### config.mk
export PLATFORM = sky130hd
export DESIGN_NAME = fract_resampler
export DESIGN_NICKNAME = d
export VERILOG_FILES = /design/src/rtl/fract_resampler.sv
export SDC_FILE = /design/constraint.sdc
export NUM_CORES = 2
export LEC_CHECK = 0
export CORE_UTILIZATION = 48
export DETAILED_ROUTE_END_ITERATION = 10
export PLACE_DENSITY_LB_ADDON = 0.2
export SLEW_MARGIN = 25
export SYNTH_ARGS = -nofsm -noshare
export SYNTH_HDL_FRONTEND = slang
export SYNTH_SLANG_ARGS = --single-unit
### constraint.sdc
create_clock -name i_clk -period 4.8 [get_ports i_clk]
set_input_delay 0.96 -clock i_clk [delete_from_list [all_inputs] [get_ports i_clk]]
set_output_delay 0.96 -clock i_clk [all_outputs]
set_load 0.02 [all_outputs]
### src/rtl/fract_resampler.sv
// Purpose: linear-interpolating I/Q resampler with fractional phase step, plus a register-slice bypass.
// Latency: 2 cycles from the second fill sample to the first output when interpolating; 1 cycle in bypass.
// Backpressure: o_tdata is held until i_rdy; input is refused in CALC/OUT, and in bypass while a held output is not taken.
module fract_resampler #(
    parameter int WIDTH   = 16,
    parameter int PHASE_W = 12,
    parameter int SR_BASE = 192
) (
    input  logic                 i_clk,
    input  logic                 i_rst_n,
    input  logic                 i_clear,
    input  logic [WIDTH-1:0]     i_din_i,
    input  logic [WIDTH-1:0]     i_din_q,
    input  logic                 i_din_vld,
    output logic                 o_rdy,
    output logic [2*WIDTH-1:0]   o_tdata,
    output logic                 o_tvalid,
    input  logic                 i_rdy,
    input  logic                 i_set_stb,
    input  logic [7:0]           i_set_addr,
    input  logic [31:0]          i_set_data,
    output logic [31:0]          o_out_cnt
);

    localparam int PROD_W = WIDTH + PHASE_W + 2;
    localparam logic [PHASE_W:0] STEP_ONE = {1'b1, {PHASE_W{1'b0}}};
    localparam logic signed [PROD_W-1:0] HALF = PROD_W'(1) << (PHASE_W - 1);

    typedef struct packed {
        logic [WIDTH-1:0] i;
        logic [WIDTH-1:0] q;
    } iq_t;

    typedef enum logic [2:0] {S_FILL, S_CALC, S_OUT, S_LOAD, S_BYP} state_t;

    logic [1:0] rst_sync;
    logic       rst_int_n;

    state_t                     state;
    logic                       bypass;
    logic [PHASE_W:0]           step;
    logic [PHASE_W:0]           step_new;
    logic [PHASE_W-1:0]         mu;
    logic [PHASE_W:0]           mu_sum;
    logic signed [PHASE_W:0]    mu_s;
    iq_t                        x0;
    iq_t                        x1;
    iq_t                        din;
    logic signed [WIDTH:0]      diff_i;
    logic signed [WIDTH:0]      diff_q;
    logic signed [PROD_W-1:0]   prod_i;
    logic signed [PROD_W-1:0]   prod_q;
    logic signed [PROD_W-1:0]   prod_nxt_i;
    logic signed [PROD_W-1:0]   prod_nxt_q;
    logic [WIDTH-1:0]           y_i;
    logic [WIDTH-1:0]           y_q;
    logic                       fill_cnt;
    logic                       out_vld;
    logic [31:0]                out_cnt;
    logic                       in_xfer;
    logic                       out_xfer;
    logic                       step_wr;
    logic                       mode_wr;
    logic                       byp_next;
    logic                       cnt_clr;
    logic                       do_clr;

    // Release is delayed two edges so the core never sees a partial reset exit.
    always_ff @(posedge i_clk or negedge i_rst_n) begin
        if (!i_rst_n) begin
            rst_sync <= 2'b00;
        end else begin
            rst_sync <= {rst_sync[0], 1'b1};
        end
    end
    assign rst_int_n = rst_sync[1];

    assign din      = {i_din_i, i_din_q};
    assign o_rdy    = (state == S_FILL) || (state == S_LOAD) ||
                      ((state == S_BYP) && (!out_vld || i_rdy));
    assign in_xfer  = i_din_vld && o_rdy;
    assign out_xfer = out_vld && i_rdy;

    assign step_wr  = i_set_stb && (i_set_addr == 8'(SR_BASE));
    assign mode_wr  = i_set_stb && (i_set_addr == 8'(SR_BASE + 1));
    assign byp_next = mode_wr ? i_set_data[0] : bypass;
    assign cnt_clr  = i_clear || (mode_wr && i_set_data[1]);
    assign do_clr   = cnt_clr || (mode_wr && (i_set_data[0] != bypass));

    always_comb begin
        step_new = i_set_data[PHASE_W:0];
        if (i_set_data == 32'd0) begin
            step_new = (PHASE_W+1)'(1);
        end else if (i_set_data > 32'(STEP_ONE)) begin
            step_new = STEP_ONE;
        end
    end

    assign diff_i     = $signed({x1.i[WIDTH-1], x1.i}) - $signed({x0.i[WIDTH-1], x0.i});
    assign diff_q     = $signed({x1.q[WIDTH-1], x1.q}) - $signed({x0.q[WIDTH-1], x0.q});
    assign mu_s       = $signed({1'b0, mu});
    assign prod_nxt_i = PROD_W'(diff_i) * PROD_W'(mu_s);
    assign prod_nxt_q = PROD_W'(diff_q) * PROD_W'(mu_s);
    assign mu_sum     = {1'b0, mu} + step;

    // Interpolant always lies between x0 and x1, so plain truncation cannot wrap.
    assign y_i = x0.i + WIDTH'((prod_i + HALF) >>> PHASE_W);
    assign y_q = x0.q + WIDTH'((prod_q + HALF) >>> PHASE_W);

    assign o_tdata   = out_vld ? {y_i, y_q} : '0;
    assign o_tvalid  = out_vld;
    assign o_out_cnt = out_cnt;

    always_ff @(posedge i_clk or negedge rst_int_n) begin
        if (!rst_int_n) begin
            state    <= S_FILL;
            bypass   <= 1'b0;
            step     <= STEP_ONE;
            mu       <= '0;
            x0       <= '0;
            x1       <= '0;
            prod_i   <= '0;
            prod_q   <= '0;
            fill_cnt <= 1'b0;
            out_vld  <= 1'b0;
            out_cnt  <= '0;
        end else begin
            if (step_wr) begin
                step <= step_new;
            end
            if (mode_wr) begin
                bypass <= i_set_data[0];
            end
            if (cnt_clr) begin
                out_cnt <= '0;
            end else if (out_xfer) begin
                out_cnt <= out_cnt + 32'd1;
            end

            if (do_clr) begin
                state    <= byp_next ? S_BYP : S_FILL;
                mu       <= '0;
                x0       <= '0;
                x1       <= '0;
                prod_i   <= '0;
                prod_q   <= '0;
                fill_cnt <= 1'b0;
                out_vld  <= 1'b0;
            end else begin
                case (state)
                    S_FILL: begin
                        if (in_xfer) begin
                            x0       <= x1;
                            x1       <= din;
                            fill_cnt <= 1'b1;
                            if (fill_cnt) begin
                                fill_cnt <= 1'b0;
                                mu       <= '0;
                                state    <= S_CALC;
                            end
                        end
                    end
                    S_CALC: begin
                        prod_i  <= prod_nxt_i;
                        prod_q  <= prod_nxt_q;
                        out_vld <= 1'b1;
                        state   <= S_OUT;
                    end
                    S_OUT: begin
                        if (out_xfer) begin
                            out_vld <= 1'b0;
                            mu      <= mu_sum[PHASE_W-1:0];
                            state   <= mu_sum[PHASE_W] ? S_LOAD : S_CALC;
                        end
                    end
                    S_LOAD: begin
                        if (in_xfer) begin
                            x0    <= x1;
                            x1    <= din;
                            state <= S_CALC;
                        end
                    end
                    S_BYP: begin
                        // prod stays zero here, so the output path presents x0 unchanged.
                        if (in_xfer) begin
                            x0      <= din;
                            out_vld <= 1'b1;
                        end else if (out_xfer) begin
                            out_vld <= 1'b0;
                        end
                    end
                    default: begin
                        state <= S_FILL;
                    end
                endcase
            end
        end
    end

endmodule

==> insert_results.sql <==
INSERT INTO impl_metrics (metric_group, metric, value, unit) VALUES
('power', 'total_power', '5.348', 'mW'),
('drt', 'wire_per_inst', '16.65', 'um'),
('critical_path', 'cp.arrival', '7890', 'ps'),
('cells_and_area', 'area_growth_syn_to_layout', '32.02', '%'),
('critical_path', 'cpMostUsedCell', 'fa_1', ''),
('logic_synthesis', 'ys_seq_area_share', '16.31', '%'),
('logic_synthesis', 'synth-edff-count', '0', ''),
('clock_network', 'clockRootBuffer', 'clkbuf_16', ''),
('placement', 'placement.setup.worst_slack', '-2947', 'ps'),
('drt', 'first_iter_violations', '841', ''),
('cells_and_area', 'num-nets-final', '4054', ''),
('power', 'p_comb_share', '45.1', '%'),
('floorplan', 'core_area', '0.05141', 'mm^2'),
('timing', 'period_share', '157.8', '%'),
('timing', 'grt_setup_unrepaired', 'yes', ''),
('logic_synthesis', 'synth.area.top_cells', 'fa_1 29%, dfrtp_1 16%, ha_1 10%', ''),
('cells_and_area', 'layout.cell_area.non_filler', '0.03303', 'mm^2'),
('floorplan', 'die_y', '230.3', 'um'),
('placement', 'placed_area', '0.03056', 'mm^2'),
('logic_synthesis', 'synthesis.yosys.warnings', '0', ''),
('status', 'status', 'finished with violations', ''),
('critical_path', 'timing.critical_path.slowest_stage_cell', 'fa_1', ''),
('logic_synthesis', 'ys_async_rst_share', '100.0', '%'),
('timing', 'setup_slack', '-2774', 'ps'),
('cells_and_area', 'final_layout_size_suffix_gt1_share', '23.29', '%'),
('critical_path', 'cp.required', '5120', 'ps'),
('critical_path', 'crit_path_max_fanout', '3', ''),
('placement', 'dp.final_hpwl', '54500', 'um'),
('clock_network', 'cts_sinks', '163', ''),
('status', 'failed_checks', 'setup timing', ''),
('power', 'switchingPower', '2.060', 'mW'),
('clock_network', 'clkTransAtPathRegs', '80', 'ps'),
('clock_network', 'holdBufCountCts', '0', ''),
('drt', 'total_via_count_in_the_routed_design', '21260', ''),
('floorplan', 'floorplan.io_pins', '144', ''),
('timing', 'report.final.slew_viol_count', '0', ''),
('logic_synthesis', 'netlist-cell-type-count', '75', ''),
('timing', 'setup_viol', '34', ''),
('logic_synthesis', 'synthMostInstantiatedCell', 'inv_1', ''),
('critical_path', 'timing_worst_setup_path_type', 'flop to flop', ''),
('drt', 'dr.pass1.iters', '6', ''),
('cells_and_area', 'num_antenna_cells', '0', ''),
('global_route', 'global_route_wire_length_before_repair', '112600', 'um'),
('drt', 'drt-total-wl', '68430', 'um'),
('power', 'power.share.sequential', '28.1', '%'),
('global_route', 'number_of_global_route_vias_before_repair', '22910', ''),
('critical_path', 'end_kind', 'flop', ''),
('logic_synthesis', 'synth_nets', '3521', ''),
('hold_path', 'min_delay_path_class', 'flop to async pin', ''),
('clock_network', 'cts_buffers', '17', ''),
('floorplan', 'die_w', '230.3', 'um'),
('run', 'drv.max_cap_violation_count', '0', ''),
('logic_synthesis', 'postSynthCellCount', '2885', ''),
('floorplan', 'fp.dieArea', '0.05303', 'mm^2'),
('cells_and_area', 'layout.cells.non_filler', '4111', ''),
('timing', 'worst_slew_margin_rel', '36.54', '%'),
('logic_synthesis', 'post_synth.cell_area_avg', '8.671', 'um^2'),
('critical_path', 'critical_path.top_delay_family', 'adder cells', ''),
('global_route', 'antenna_violations_before_repair', '1', ''),
('timing', 'final_period_minus_worst_setup_slack', '7574', 'ps'),
('clock_network', 'cts-htree-levels', '4', ''),
('placement', 'routabilityCongestion', '0.8925', ''),
('clock_network', 'cts.path.max_buffers', '2', ''),
('logic_synthesis', 'yosys.area.top_type_share', '28.73', '%'),
('drt', 'ant_nets', '0', ''),
('power', 'cell_internal_pwr', '3.288', 'mW'),
('drt', 'drcViolationCount', '0', ''),
('power', 'p_leak', '16.50', 'nW'),
('logic_synthesis', 'yosys-top-cells-count', '543 x inv_1, 359 x fa_1, 351 x nand2_1', ''),
('placement', 'io_buffers', '143', ''),
('cells_and_area', 'fin_util', '64.25', '%');
-- per-layer routing --
metal	GRT usage (%)	vias to the layer above	routed length, um
met5	0	-	0
met4	10.39	0	2543
met3	3.323	149	2228
met2	49.77	407	37210
met1	30.50	10680	26450
li1	-	10020	-
-- state kept, by name, indices dropped and copies added (netlist names) --
signal,flops
o_tvalid,1
step,13
x1,32
bypass,1
fill_cnt,1
state,3
mu,12
prod_i,17
x0,32
rst_sync,2
prod_q,17
o_out_cnt,32
-- placed cells by master, fill, tap and decap left out, types with 24 or more instances in the layout --
cell             count
inv_1              525
buf_4              454
fa_1               351
nand2_1            349
and2_1             183
ha_1               169
dfrtp_1            159
nor2_1             138
clkdlybuf4s50_1    128
a21oi_1             85
xnor2_1             80
xor2_1              58
nand3_1             47
o21ai_0             39
nor2b_1             37
a211oi_1            35
mux2i_1             28
nor3_1              27
and2_4              26
ha_4                24
buf_12              24
-- path summary, 6_finish.rpt --
| path | from | end | slack (ps) | cells past startpoint |
|---|---|---|---|---|
| hold / removal | rst_sync[1] | step[6] | 220 | 0 |
| min in group i_clk | rst_sync[0] | rst_sync[1] | 370 | 0 |
| setup reg to reg | x1[16] | prod_i[26] | -2770 | 33 |
| max in group asynchronous | rst_sync[1] | x0[22] | 3400 | 2 |
| setup / recovery | x1[16] | prod_i[26] | -2770 | 33 |
| hold reg to reg | rst_sync[1] | step[6] | 220 | 0 |
-- cell families after synthesis --
family	share of synthesized area [%]
muxes	1.210
adders and majority gates	38.68
and+or+nand+nor	18.82
AOI/OAI and AO/OA	8.903
other	0.01499
buffers and inverters	10.08
xor gates and xnor gates	5.982
DFF	16.31
-- final cells by class --
class,count,area (um^2)
Sequential cell,163,4086
Multi-Input combinational cell,2051,19880
Inverter,544,2042
Timing Repair Buffer,641,5559
Clock buffer,17,425.4
Fill cell,4158,18380
Clock inverter,15,183.9
Tap cell,680,850.8
-- power groups by stage --
stage / sequential [mW] / combinational, mW / clock (mW)
after floorplan: 1.52 / 0.970 / 0
after global placement: 1.53 / 2.00 / 0
after detailed placement: 1.53 / 2.03 / 0
after CTS: 1.51 / 2.29 / 1.45
after global routing: 1.51 / 2.58 / 1.50
final: 1.50 / 2.41 / 1.43
-- repair_timing --
item                       CTS  global route
setup buffers               56            28
pin swaps                  142            89
gates resized for setup    182           108
setup endpoints to repair   48            47
cloned                       0             0
-- per-stage QoR --
step / setup TNS, ps / hold WS, ps
6_report: -75640 / 224.3
3_5_place_dp: -78300 / 337.1
5_1_grt: -85560 / 262.2
2_1_floorplan: -58280 / 331.1
4_1_cts: -71180 / 366.4
3_3_place_gp: -75000 / 335.3
Note: power is estimated with default switching activity, not from simulation.
